**config.mk**
```make
export PLATFORM = sky130hd
export DESIGN_NAME = icache_line_filler
export DESIGN_NICKNAME = d
export VERILOG_FILES = /design/src/rtl/icache_line_filler_pkg.sv /design/src/rtl/icache_line_filler.sv
export SDC_FILE = /design/constraint.sdc
export NUM_CORES = 1
export LEC_CHECK = 0
export ABC_AREA = 1
export ABC_CLOCK_PERIOD_IN_PS = 10790
export BUFFER_PORTS_ARGS = -buffer_cell sky130_fd_sc_hd__clkbuf_2
export CAP_MARGIN = 30
export CORE_ASPECT_RATIO = 1.1
export CORE_MARGIN = 2
export CORE_UTILIZATION = 52
export DETAILED_ROUTE_END_ITERATION = 16
export PLACE_DENSITY = 0.83
export SLEW_MARGIN = 10
export SYNTH_ARGS = -nofsm -noshare
export SYNTH_HDL_FRONTEND = slang
export SYNTH_SLANG_ARGS = --single-unit
```
**constraint.sdc**
```tcl
create_clock -name clk -period 10.79 [get_ports clk]
set_input_delay 1.079 -clock clk [delete_from_list [all_inputs] [get_ports clk]]
set_output_delay 1.079 -clock clk [all_outputs]
set_load 0.01 [all_outputs]
```
**src/rtl/icache_line_filler_pkg.sv**
```systemverilog
// Shared types and constants for the instruction-cache line filler.
// Word 0 of a line sits in the most significant bits.
package icache_line_filler_pkg;

    typedef enum logic [1:0] {
        IDLE = 2'd0,
        REQ  = 2'd1,
        RESP = 2'd2
    } fillState_t;

    localparam logic [31:0] NOP_INSN = 32'h00000013;

    function automatic int unsigned wordLsb(
        input int unsigned lineBits,
        input int unsigned k
    );
        return lineBits - 32 - 32 * k;
    endfunction

endpackage

```
**src/rtl/icache_line_filler.sv**
```systemverilog
// Fills one instruction-cache line by issuing sequential word reads
// on the instruction bus and assembling them into a single line.
module icache_line_filler
    import icache_line_filler_pkg::*;
#(
    parameter int BLOCK_SIZE = 32,
    parameter int ADDR_WIDTH = 32,
    localparam int LINE_BITS = BLOCK_SIZE * 8
) (
    input  logic                  clk,
    input  logic                  rst,
    input  logic                  memRead,
    input  logic [ADDR_WIDTH-1:0] memAddress,
    output logic                  memBusy,
    output logic [LINE_BITS-1:0]  memReadData,
    output logic                  busReq,
    output logic [ADDR_WIDTH-1:0] busAddr,
    input  logic                  busReady,
    input  logic [31:0]           busRData,
    input  logic                  busRValid,
    input  logic                  busErr,
    output logic                  fillErr
);

    localparam int WORDS = BLOCK_SIZE / 4;
    localparam int CNT_WIDTH = $clog2(WORDS) + 1;
    localparam int POS_WIDTH = $clog2(LINE_BITS);
    localparam logic [ADDR_WIDTH-1:0] BASE_MASK =
        ~ADDR_WIDTH'(BLOCK_SIZE - 1);

    fillState_t state;
    fillState_t stateNext;

    logic [ADDR_WIDTH-1:0] lineBase;
    logic [CNT_WIDTH-1:0]  wordIdx;
    logic [LINE_BITS-1:0]  lineReg;
    logic                  errReg;

    logic                  accept;
    logic                  respond;
    logic                  lastWord;
    logic [POS_WIDTH-1:0]  slotLsb;
    logic [31:0]           slotData;

    assign accept   = (state == IDLE) && memRead;
    assign respond  = (state == RESP) && busRValid;
    assign lastWord = (wordIdx == CNT_WIDTH'(WORDS - 1));
    assign slotLsb  = POS_WIDTH'(wordLsb(LINE_BITS, 32'(wordIdx)));
    // Failed reads are patched with a NOP so the core never runs garbage.
    assign slotData = busErr ? NOP_INSN : busRData;

    always_ff @(posedge clk or posedge rst) begin
        if (rst) begin
            state <= IDLE;
        end else begin
            state <= stateNext;
        end
    end

    always_comb begin
        stateNext = state;
        unique case (state)
            IDLE: begin
                if (memRead) begin
                    stateNext = REQ;
                end
            end
            REQ: begin
                if (busReady) begin
                    stateNext = RESP;
                end
            end
            RESP: begin
                if (busRValid) begin
                    stateNext = lastWord ? IDLE : REQ;
                end
            end
            default: stateNext = IDLE;
        endcase
    end

    always_ff @(posedge clk or posedge rst) begin
        if (rst) begin
            lineBase <= '0;
            wordIdx  <= '0;
            lineReg  <= '0;
            errReg   <= 1'b0;
        end else begin
            if (accept) begin
                lineBase <= memAddress & BASE_MASK;
                wordIdx  <= '0;
                errReg   <= 1'b0;
            end
            if (respond) begin
                lineReg[slotLsb +: 32] <= slotData;
                errReg <= errReg | busErr;
                if (!lastWord) begin
                    wordIdx <= wordIdx + CNT_WIDTH'(1);
                end
            end
        end
    end

    // Busy follows the registered state, so it rises the cycle after accept.
    always_comb begin
        memBusy = (state != IDLE);
        busReq  = (state == REQ);
        busAddr = '0;
        if (state == REQ) begin
            busAddr = lineBase + ADDR_WIDTH'({wordIdx, 2'b00});
        end
    end

    assign memReadData = lineReg;
    assign fillErr     = errReg;

endmodule

```
Yosys cells after proc, flatten, opt, wreduce, memory -nomap -nowiden:

Index checks and enable logic that the tools add are counted.

* multiplexer cells: 13
* reductions and logical operators: 6
* $add $sub $neg: 4
* eq/ne operators: 6
* shift-type cells: 2
* bitwise gates (word level): 1

Operator list (number)
* $bwmux W256: 1
* $shift A32 B10 Y256 const A: 1
* $shiftx A32 B10 Y256: 1
* $mux W32: 2
* $add A32 B6 Y32: 1
* $mux W4: 3
* $neg A8 Y10: 1
* $sub A8 B8 Y8 const A: 1
* $mux W2: 3
* $pmux W2 S3: 1
* $add A4 B1 Y4 const B: 1
* $eq A4 B3 Y1 const B: 1
* $ne A2 B2 Y1 const B: 2
* $reduce_bool A2 Y1: 2
* $mux W1: 3
* $reduce_and A3 Y1: 1
* $eq A2 B1 Y1 const B: 1
* $eq A2 B2 Y1 const B: 1
* $logic_and A1 B1 Y1: 2
* $logic_not A2 Y1: 1
* $ne A2 B1 Y1 const B: 1
* $or A1 B1 Y1: 1

* input port bits: 70
* logic and storage cells: 37
* output and inout bits: 291
* register bits after elaboration: 290

Longest topological paths before layout:

Gate-level depths: netlist of the first run.

* depth in word-level cells: 5
* gate-level depth with buffers: 11
* depth with buffers taken out: 10

Worst setup path before layout of the first run:

OpenSTA, ideal clock, no wires.

* path kind: flip-flop to output port
* start: register lineBase[5]
* end: output busAddr[29]
* path buffers: 0
* arrival: 1498 ps
* setup slack: 8213 ps
* required time: 9711 ps
* stages on the path, launching flop included: 9
* cells stage by stage: dfrtp_1 ha_1 ha_1 nand2_1 nor2_1 nand2_1 nor2_1 a21oi_1 nor2_1

* longest elaborated chain between the ends: 2

RTL lines
* from (decl): line icache_line_filler.sv:34 `logic [ADDR_WIDTH-1:0] lineBase;`
* from (signal assigned): line icache_line_filler.sv:90 `lineBase <= memAddress & BASE_MASK;`
* $add A32 B6 Y32: line icache_line_filler.sv:110 `busAddr = lineBase + ADDR_WIDTH'({wordIdx, 2'b00});`
* $mux W32: line icache_line_filler.sv:109 `if (state == REQ) begin`
* to (decl): line icache_line_filler.sv:17 `output logic [ADDR_WIDTH-1:0] busAddr,`

No other way between the ends.

Worst setup path after layout of the first run:

* start: register wordIdx[0]
* end: register lineReg[170], in the netlist memReadData[170]

* longest elaborated chain between the ends: 4
* elaborated cells on any way between the ends: 5
* classes of those cells: add/sub (2); shift (2); mux (1)

RTL lines
* from (decl): line icache_line_filler.sv:35 `logic [CNT_WIDTH-1:0] wordIdx;`
* from (signal assigned): line icache_line_filler.sv:98 `wordIdx <= wordIdx + CNT_WIDTH'(1);`
* $sub A8 B8 Y8 (*): line icache_line_filler_pkg.sv:17 `return lineBits - 32 - 32 * k;`
* $neg A8 Y10 (*): line icache_line_filler.sv:95 `lineReg[slotLsb +: 32] <= slotData;`
* $shiftx A32 B10 Y256 / $shift A32 B10 Y256 (equally long branches): line icache_line_filler.sv:95
* $bwmux W256 (*): line icache_line_filler.sv:95
* to (signal, indexed assignment): line icache_line_filler.sv:95
* to (decl): line icache_line_filler.sv:36 `logic [LINE_BITS-1:0] lineReg;`

Mark *: on every way between the ends. The rest lies on a longest branch, timed or not.
A chain may end at the register's enable or synchronous reset.

==> flow_summary.yaml, run 1 <==
sta:
  finalHoldViolations: 0
  timing.final.ws_setup_ns: 6.84
  timing.final.crit_period_ns: 3.95
  setup_viol: 0
  max_freq_mhz: 253
  fin_worst_skew_ns: 0.0252
  rsz0062_at_grt: "no"
  slew_violations: 0
  hold_ws_ns: 0.473
  period_share: 0.366
  tightest_slew_ns: 0.854
  relSlewSlack: 0.430
  setup_tns_ns: 0
drt:
  wl_per_cell_um: 19.2
  drcViolationCount: 0
  firstDrtPassIters: 5
  drt-total-wl_um: 40700
  vias_per_cell: 5.55
  drt_iter0_markers: 972
  vias: 11776
  ant_nets: 0
final_layout:
  final_cells: 2123
  diodes: 0
  drive_above_1_share: 0.249
  area_growth_pct: 23.4
  nNetsFinal: 1870
die:
  fp.dieH_um: 167
  initial_core_util: 0.530
  die_w_um: 152
  num_rows: 59
  die_area_um2: 25300
  pin_count: 361
  core-area_um2: 23600
power_and_ir_drop:
  pwr-share-seq: 0.427
  vdd_ir_drop_max_v: 0.000147
  switching_share: 0.346
  netSwitchingPower_mw: 1.07
  comb_power_share: 0.246
  power.total_mw: 3.10
  power.share.clock: 0.327
  p_int_mw: 2.03
  cellLeakagePower_nw: 8.20
  cellPowerDensity_nw_per_um2: 201
placement:
  place_inst: 2065
  hpwl_um: 28200
  post-place-ws_ns: 6.91
  port-buffer-count: 353
  gp_routability_congestion: 0.895
yosys:
  synth.distinct_cells: 37
  synth_common_cells: "nand2_1, dfrtp_1, nor2_1"
  synthArstFlopShare: 1.00
  synth_area_leader_cell: "dfrtp_1"
  synth-seq-cells: 290
  synth_cells: 1476
  yosysTopAreaCellShare: 0.580
  ys_seq_area_frac: 0.580
  yosys_warnings: 0
  syn-cell-area_um2: 12500
  synth_edf_count: 0
  synth_area_per_cell_um2: 8.48
  ys_top_cells_by_area: "dfrtp_1, nand2_1, o21ai_0, nor2_1, o21ai_1"
  synth.most_common_cell: "nand2_1"
  synth_ff_type: "dfrtp_1"
grt:
  grt_max_degree: 143
  grt_pass1_wl_um: 63900
  grt.overflow.total: 0
  antenna_found_initial: 0
  grt_pass1_vias: 11246
  track_usage: 0.316
clocking:
  ctsHtreeMaxLevel: 1
  clk_pin_slew_worst_paths_ns: 0.07
  clkSinkCount: 290
  cts_tree: "yes"
  cts_setup_buffers: 0
  root_buffer: "clkbuf_16"
  cts-resized-gates: 0
  cts_buffers: 29
  cts_max_path_buffers: 3
  hold_buffers: 0
  clock_latency_ns: 0.56
worst_setup_path:
  cp_data_arrival_time_ns: 4.38
  slowest_delay_ns: 0.75
  critical_path.max_fanout: 34
  crit_type: "reg2reg"
  critPathRequiredTime_ns: 11.22
  worstSetupStartpointType: "register"
  crit_top_cell: "inv_2"
  slowest_stage: "nor2_4"
  critPathCaptureType: "register"
  path_cells: "ha_1 > ha_1 > nor2_4 > inv_2 > nor2_1 > inv_2 > nor2_4 > inv_2 > nand2_1 > nand2_1"
outcome:
  status: "complete, no violations"
min_path:
  hp-class: "in2async"
flow_run:
  drv_cap: 0
==> path summary, 6_finish.rpt <==
| kind | from | end | slack (ns) | cells after the start |
|---|---|---|---|---|
| max | wordIdx[0] | memReadData[170] | 6.84 | 10 |
| min | rst | memReadData[215] | 0.47 | 2 |
| max reg2reg | wordIdx[0] | memReadData[170] | 6.84 | 10 |
| min reg2reg | memReadData[196] | memReadData[196] | 0.47 | 2 |
| max in group asynchronous | rst | memReadData[33] | 8.04 | 6 |
| min in group clk | memReadData[196] | memReadData[196] | 0.47 | 2 |
==> cell type report <==
class / instances / area [um^2]
inverters: 71 / 278
well taps: 305 / 382
fillers: 1930 / 8180
repair buffers: 372 / 2030
clock inverters: 17 / 155
clock buffers: 37 / 806
flip-flops and latches: 290 / 7260
multi-input cells: 1031 / 4540
==> per-layer routing <==
layer | GRT usage | up-vias | routed length [um]
met3 | 0.0744 | 104 | 4100
met4 | 0.106 | 0 | 1510
met1 | 0.420 | 5625 | 15800
met2 | 0.516 | 690 | 19300
li1 | - | 5357 | -
met5 | 0 | - | 0
==> logic make-up (layout without fill, tap and decap cells) <==
group	after synthesis	count (layout)	share of synthesized area
AO/OA/AOI/OAI	247	247	0.108
buffers and inverters	156	497	0.0579
XOR/XNOR	4	4	0.00280
adder cells (fa/ha/maj)	5	5	0.00500
AND/OR/NAND/NOR	773	773	0.246
other	1	2	0.000300
flip-flops	290	290	0.580
==> power groups by stage <==
stage	Combinational, mW	Sequential, mW	Clock, mW
3_5_place_dp	0.742	1.34	0
5_1_grt	0.843	1.34	1.07
2_1_floorplan	0.436	1.35	0
3_3_place_gp	0.721	1.34	0
4_1_cts	0.744	1.32	1.02
6_report	0.763	1.33	1.01
==> worst max-delay path: cells and delay by family (launching register included) <==
kind	cells	cell delay (ns)
AND/OR/NAND/NOR	5	1.83
buffers and inverters	3	0.90
adder cells (fa/ha/maj)	2	0.56
flip-flops	1	0.52
==> state kept, by name, indices dropped and copies added, names as in the netlist <==
name / cells
memReadData: 256
state: 2
fillErr: 1
lineBase: 27
wordIdx: 4
==> per-stage QoR <==
| step | cell area (um^2) | utilization |
|---|---|---|
| 2_1_floorplan | 12500 | - |
| 3_3_place_gp | 14300 | 0.606 |
| 3_5_place_dp | 14400 | 0.609 |
| 4_1_cts | 15300 | 0.650 |
| 5_1_grt | 15400 | 0.654 |
| 6_report | 15400 | 0.654 |
==> layout by cell type, fill, tap and decap left out, types with 7 or more instances in the layout <==
cell type	count
o21ai_0	106
clkbuf_2	353
clkbuf_16	29
inv_1	62
nand3_1	78
nand2_1	555
o31ai_1	31
o21ai_1	88
nor2_1	120
clkinv_2	10
a21oi_1	12
dfrtp_1	290
buf_4	12
o21ai_2	7
(Power assumes the default switching activity.)
==> inputs of run 2 (changes only) <==
- ABC_CLOCK_PERIOD_IN_PS: 10790 -> 3700
- clock period: 10.79 -> 3.7 ns (I/O delays scaled with it)
==> run 2 against run 1 <==
Effect of this change: the flow now finishes with violations (negative hold slack); design area rose by 0.14%; global-route usage fell by 0.43 points; register-to-register slack got worse by 6.1 ns; clock power rose to 2.9 times the previous value; die area did not move; critical path depth rose by 1; via count fell by 0.67%; highest routed layer unchanged.
==> flow_summary.yaml, run 2 (synthesized netlist as in run 1, its figures left out) <==
sta:
  rsz0062_at_grt: "no"
  setup_tns_ns: 0
  fin_worst_skew_ns: 0.0147
  relSlewSlack: 0.354
  slew_violations: 0
  setup_viol: 0
  timing.final.crit_period_ns: 2.96
  period_share: 0.801
  hold_ws_ns: -0.00359
  finalHoldViolations: 4
  max_freq_mhz: 338
  tightest_slew_ns: 0.969
placement:
  port-buffer-count: 353
  gp_routability_congestion: 0.893
  place_area_um2: 14400
  place_inst: 2070
  hpwl_um: 28200
die:
  die_w_um: 152
  initial_core_util: 0.530
  fp.dieH_um: 167
  die_area_um2: 25300
  pin_count: 361
  num_rows: 59
  core-area_um2: 23600
worst_setup_path:
  critPathCaptureType: "register"
  worstSetupStartpointType: "register"
  critical_path.max_fanout: 33
  path_cells: "ha_1 > ha_1 > buf_4 > inv_1 > nor2_1 > inv_1 > buf_4 > nor2_2 > buf_4 > nand3_1 > nand2_1"
  cp_data_arrival_time_ns: 3.45
  crit_top_cell: "buf_4"
  path_delay_family: "buffers and inverters"
  slowest_delay_ns: 0.50
  slowest_stage: "dfrtp_1"
  critPathRequiredTime_ns: 4.19
  critPathBufInv: 5
  crit_type: "reg2reg"
clocking:
  clock_latency_ns: 0.56
  cts_buffers: 30
  root_buffer: "clkbuf_16"
  hold_buffers: 5
  cts_tree: "yes"
  clk_pin_slew_worst_paths_ns: 0.06
  cts_setup_buffers: 0
  cts_max_path_buffers: 3
  cts-resized-gates: 0
  ctsHtreeMaxLevel: 1
  clkSinkCount: 290
drt:
  wl_per_cell_um: 18.8
  drcViolationCount: 0
  vias: 11697
  drt_iter0_markers: 877
  firstDrtPassIters: 5
  vias_per_cell: 5.49
  drt-total-wl_um: 39900
  ant_nets: 0
final_layout:
  drive_above_1_share: 0.246
  diodes: 0
  final_area_um2: 15500
  nNetsFinal: 1878
  area_growth_pct: 23.6
  final_cells: 2129
  multiInputGateArea_um2: 4540
  largest_register_ffs: 256
  final_cell_mix: "nand2_1, clkbuf_2, dfrtp_1"
  fillerInstances: 1940
  seqCellArea_um2: 7260
  final_common_cell: "nand2_1"
grt:
  grt.overflow.total: 0
  grt_max_degree: 174
  track_usage: 0.312
  grt_pass1_vias: 11145
  grt_pass1_wl_um: 62700
  antenna_found_initial: 0
power_and_ir_drop:
  comb_power_share: 0.243
  switching_share: 0.341
  vdd_ir_drop_max_v: 0.000347
  pwr-share-seq: 0.428
  power.total_mw: 9.03
  cellPowerDensity_nw_per_um2: 584
  netSwitchingPower_mw: 3.08
  power.share.clock: 0.329
  p_int_mw: 5.95
  cellLeakagePower_nw: 8.21
min_path:
  hp-class: "in2async"
outcome:
  status: "complete, but fails checks"
  violations: "negative hold slack"
flow_run:
  drv_cap: 0
-- run 2: cell types whose count changed in the layout (fill, tap and decap cells not counted), sizes merged, moves of 2 or more --
cell	previous run	this run
clkbuf	390	399
buf	19	21
dlygate4sd3	0	5
clkinv	15	8
-- run 2: final timing paths --
check | start | end | cells past startpoint | slack [ns]
worst max register to register | wordIdx[0] | memReadData[33] | 11 | 0.74
worst max-delay path | wordIdx[0] | memReadData[33] | 11 | 0.74
worst min-delay path | rst | memReadData[209] | 3 | -0.004
worst min register to register | memReadData[164] | memReadData[164] | 2 | 0.47
max in group asynchronous | rst | memReadData[232] | 3 | 2.87
min in group clk | memAddress[29] | lineBase[29] | 3 | 0.02
-- run 2: power by group through the flow --
stage / clock (mW) / combinational, mW / sequential [mW]
2_1_floorplan: 0 / 1.27 / 3.94
3_3_place_gp: 0 / 2.12 / 3.90
3_5_place_dp: 0 / 2.17 / 3.91
4_1_cts: 3.01 / 2.19 / 3.86
5_1_grt: 3.16 / 2.42 / 3.92
6_report: 2.97 / 2.19 / 3.87
-- run 2: layer usage --
metal	vias to the layer above	wire length, um	GRT usage
li1	5387	-	-
met1	5562	15700	0.415
met4	0	1880	0.132
met2	631	18700	0.505
met3	117	3600	0.0604
met5	-	0	0
-- run 2: metrics by stage --
stage                     worst slack (ns)  utilization
after floorplan                     -0.517            -
after global placement               0.794        0.609
after detailed placement             0.771        0.610
after CTS                            0.748        0.654
after global routing                 0.501        0.655
final                                0.738        0.655
-- run 2: layout make-up --
class	count	share of cell area
well taps	305	0.0247
clock buffers	46	0.0582
inverters	71	0.0177
clock inverters	7	0.00485
flip-flops and latches	290	0.469
multi-input cells	1031	0.294
repair buffers	379	0.132
-- run 2: worst min-delay path, delay by kind of cell --
kind,cells,cell delay [ns]
buffers and inverters,3,0.66
==> inputs of run 3 (changes only) <==
- ABC_AREA: 1 -> 0
- ABC_CLOCK_PERIOD_IN_PS: 3700 -> 3000
- clock period: 3.7 -> 3 ns (I/O delays scaled with it)
==> run 3 against run 2 <==
Effect of this change: the flow now finishes without violations; sequential cell count stayed put; non-clock buffer count is 46 higher; final cell count is 17% lower; worst hold slack better by 0.042 ns; worst setup slack worse by 0.69 ns; wire length is 12% lower; design area is 4.4% higher; critical path depth is 6 lower; via count is 17% lower; power is 28% higher.
==> flow_summary.yaml, run 3 <==
outcome:
  status: "complete, no violations"
clocking:
  cts_buffers: 30
  clk_pin_slew_worst_paths_ns: 0.06
  cts_tree: "yes"
  ctsHtreeMaxLevel: 1
  clock_latency_ns: 0.56
  cts_max_path_buffers: 3
  clkSinkCount: 290
  root_buffer: "clkbuf_16"
sta:
  fin_worst_skew_ns: 0.0142
  setup_viol: 0
  timing.final.crit_period_ns: 2.95
  hold_ws_ns: 0.0386
  max_freq_mhz: 339
  slew_violations: 0
  finalHoldViolations: 0
  tightest_slew_ns: 0.663
  period_share: 0.983
  setup_tns_ns: 0
  relSlewSlack: 0.556
final_layout:
  final_cell_mix: "clkbuf_2, dfrtp_1, mux2_2"
  diodes: 0
  seqCellArea_um2: 7260
  multiInputGateArea_um2: 4880
  area_growth_pct: 30.3
  largest_register_ffs: 256
  drive_above_1_share: 0.463
  fillerInstances: 1654
  final_common_cell: "clkbuf_2"
  nNetsFinal: 1514
drt:
  vias_per_cell: 5.51
  vias: 9730
  ant_nets: 0
  drt_iter0_markers: 416
  drt-total-wl_um: 35300
  drcViolationCount: 0
  wl_per_cell_um: 20.0
  firstDrtPassIters: 5
min_path:
  hp-class: "in2reg"
  min_to: "state[1]"
  holdCritStartpoint: "busReady"
  whs_path_depth: 3
grt:
  grt_max_degree: 78
  antenna_found_initial: 0
  grt_pass1_vias: 10096
  grt_pass1_wl_um: 54500
  track_usage: 0.277
  grt.overflow.total: 0
worst_setup_path:
  slowest_delay_ns: 0.60
  path_delay_family: "simple AND/OR/NAND/NOR gates"
  critical_path.max_fanout: 7
  slowest_stage: "or4_4"
  regToRegSetupSlack_ns: 0.27
  worstSetupStartpointType: "register"
  critPathBufInv: 1
  path_cells: "nand2_1 > or4_4 > or4_1 > a21oi_2 > clkbuf_2"
  cp_data_arrival_time_ns: 2.65
  ff2ff_path_depth: 7
  critPathCaptureType: "output pin"
  reg2reg_to: "memReadData[51]"
  crit_type: "reg2out"
  critPathRequiredTime_ns: 2.70
  rr_startpoint: "wordIdx[1]"
power_and_ir_drop:
  cellLeakagePower_nw: 8.42
  cellPowerDensity_nw_per_um2: 715
  vdd_ir_drop_max_v: 0.000525
flow_run:
  drv_cap: 0
yosys:
  synth_edf_count: 0
  synthArstFlopShare: 1.00
  synth_common_cells: "dfrtp_1, mux2_2, nand2_1"
  synth-seq-cells: 290
  synth_ff_type: "dfrtp_1"
  synth.distinct_cells: 43
  synth_cells: 1046
  yosysTopAreaCellShare: 0.586
  synth.most_common_cell: "dfrtp_1"
  synth_area_leader_cell: "dfrtp_1"
  synth_area_per_cell_um2: 11.8
  yosys_warnings: 0
  syn-cell-area_um2: 12400
  ys_top_cells_by_area: "dfrtp_1, mux2_2, nand2_1, o31ai_2, nor2_1"
  ys_seq_area_frac: 0.586
die:
  initial_core_util: 0.526
  die_area_um2: 25100
  num_rows: 59
  die_w_um: 151
  pin_count: 361
  core-area_um2: 23500
  fp.dieH_um: 166
placement:
  hpwl_um: 24000
  gp_routability_congestion: 0.841
  port-buffer-count: 353
[run 3: cell types whose count changed in the layout (fill, tap and decap cells not counted), sizes merged, moves of 30 or more]
cell / before / now
inv: 68 / 11
mux2: 0 / 183
nor2b: 0 / 30
nor2: 126 / 86
nand2b: 0 / 32
nand3: 81 / 15
o21ai: 201 / 48
nand2: 559 / 149
[run 3: logic make-up after synthesis]
| logic type | share of synthesized area |
|---|---|
| flip-flops | 0.586 |
| multiplexers | 0.169 |
| AO/OA/AOI/OAI | 0.0688 |
| buffers and inverters | 0.0288 |
| other | 0.000303 |
| adder cells (fa/ha/maj) | 0.00505 |
| AND/OR/NAND/NOR | 0.137 |
| XOR/XNOR | 0.00565 |
[run 3: report_power, final]
part	leakage [nW]	switching, mW	internal [mW]
Clock	0.525	1.53	2.48
Combinational	3.95	1.70	1.02
Sequential	3.95	0.424	4.40
Total	8.42	3.65	7.90
[run 3: area by class of cell]
class,instances,area share
tap,305,0.0236
inverter,12,0.00302
sequential,290,0.449
clock buffer,42,0.0524
timing repair buffer,425,0.155
clock inverter,13,0.0142
multi-input combinational,680,0.302
[run 3: how the worst max path moves through the flow]
stage	startpoint	slack [ns]	endpoint	cells past startpoint
final	lineBase[7]	0.05	busAddr[28]	5
after floorplan	rst	-1.15	fillErr	1
after global routing	lineBase[5]	-0.03	busAddr[28]	6
after detailed placement	wordIdx[1]	0.29	memReadData[51]	7
after global placement	wordIdx[3]	0.34	busAddr[29]	7
after CTS	wordIdx[3]	-0.0004	busAddr[19]	9
[run 3: stage by stage]
| stage | cells | total power, mW | setup slack (ns) | util | cell area, um^2 |
|---|---|---|---|---|---|
| 6_report | 1767 | 11.6 | 0.0515 | 0.686 | 16100 |
| 5_1_grt | 1767 | 12.1 | -0.0322 | 0.686 | 16100 |
| 4_1_cts | 1766 | 11.6 | -0.000370 | 0.684 | 16100 |
| 3_5_place_dp | 1674 | 7.50 | 0.289 | 0.622 | 14600 |
| 3_3_place_gp | 1674 | 7.38 | 0.336 | 0.622 | 14600 |
| 2_1_floorplan | 1047 | 6.38 | -1.15 | - | 12400 |
[run 3: per-layer routing]
metal	vias to the layer above	GRT usage	part of all wire
li1	4369	-	-
met2	441	0.471	0.50
met4	0	0.124	0.043
met5	-	0	0
met1	4814	0.335	0.38
met3	106	0.0648	0.074
[run 3: worst reg2reg max path, cell delays in order (launching register included)]
cell and delay (ns):
dfrtp_1 0.42, ha_1 0.24, ha_1 0.23, or3b_2 0.49
or4b_2 0.66, buf_4 0.29, nand2_1 0.17, o21ai_0 0.10
[run 3: what timing repair did]
item / in CTS / in global routing
setup endpoints to repair: 15 / 13
setup buffers: 8 / 0
gates resized for setup: 14 / 5
endpoints found under the hold margin: 49 / 0
pin swaps: 4 / 2
hold buffers: 29 / 0
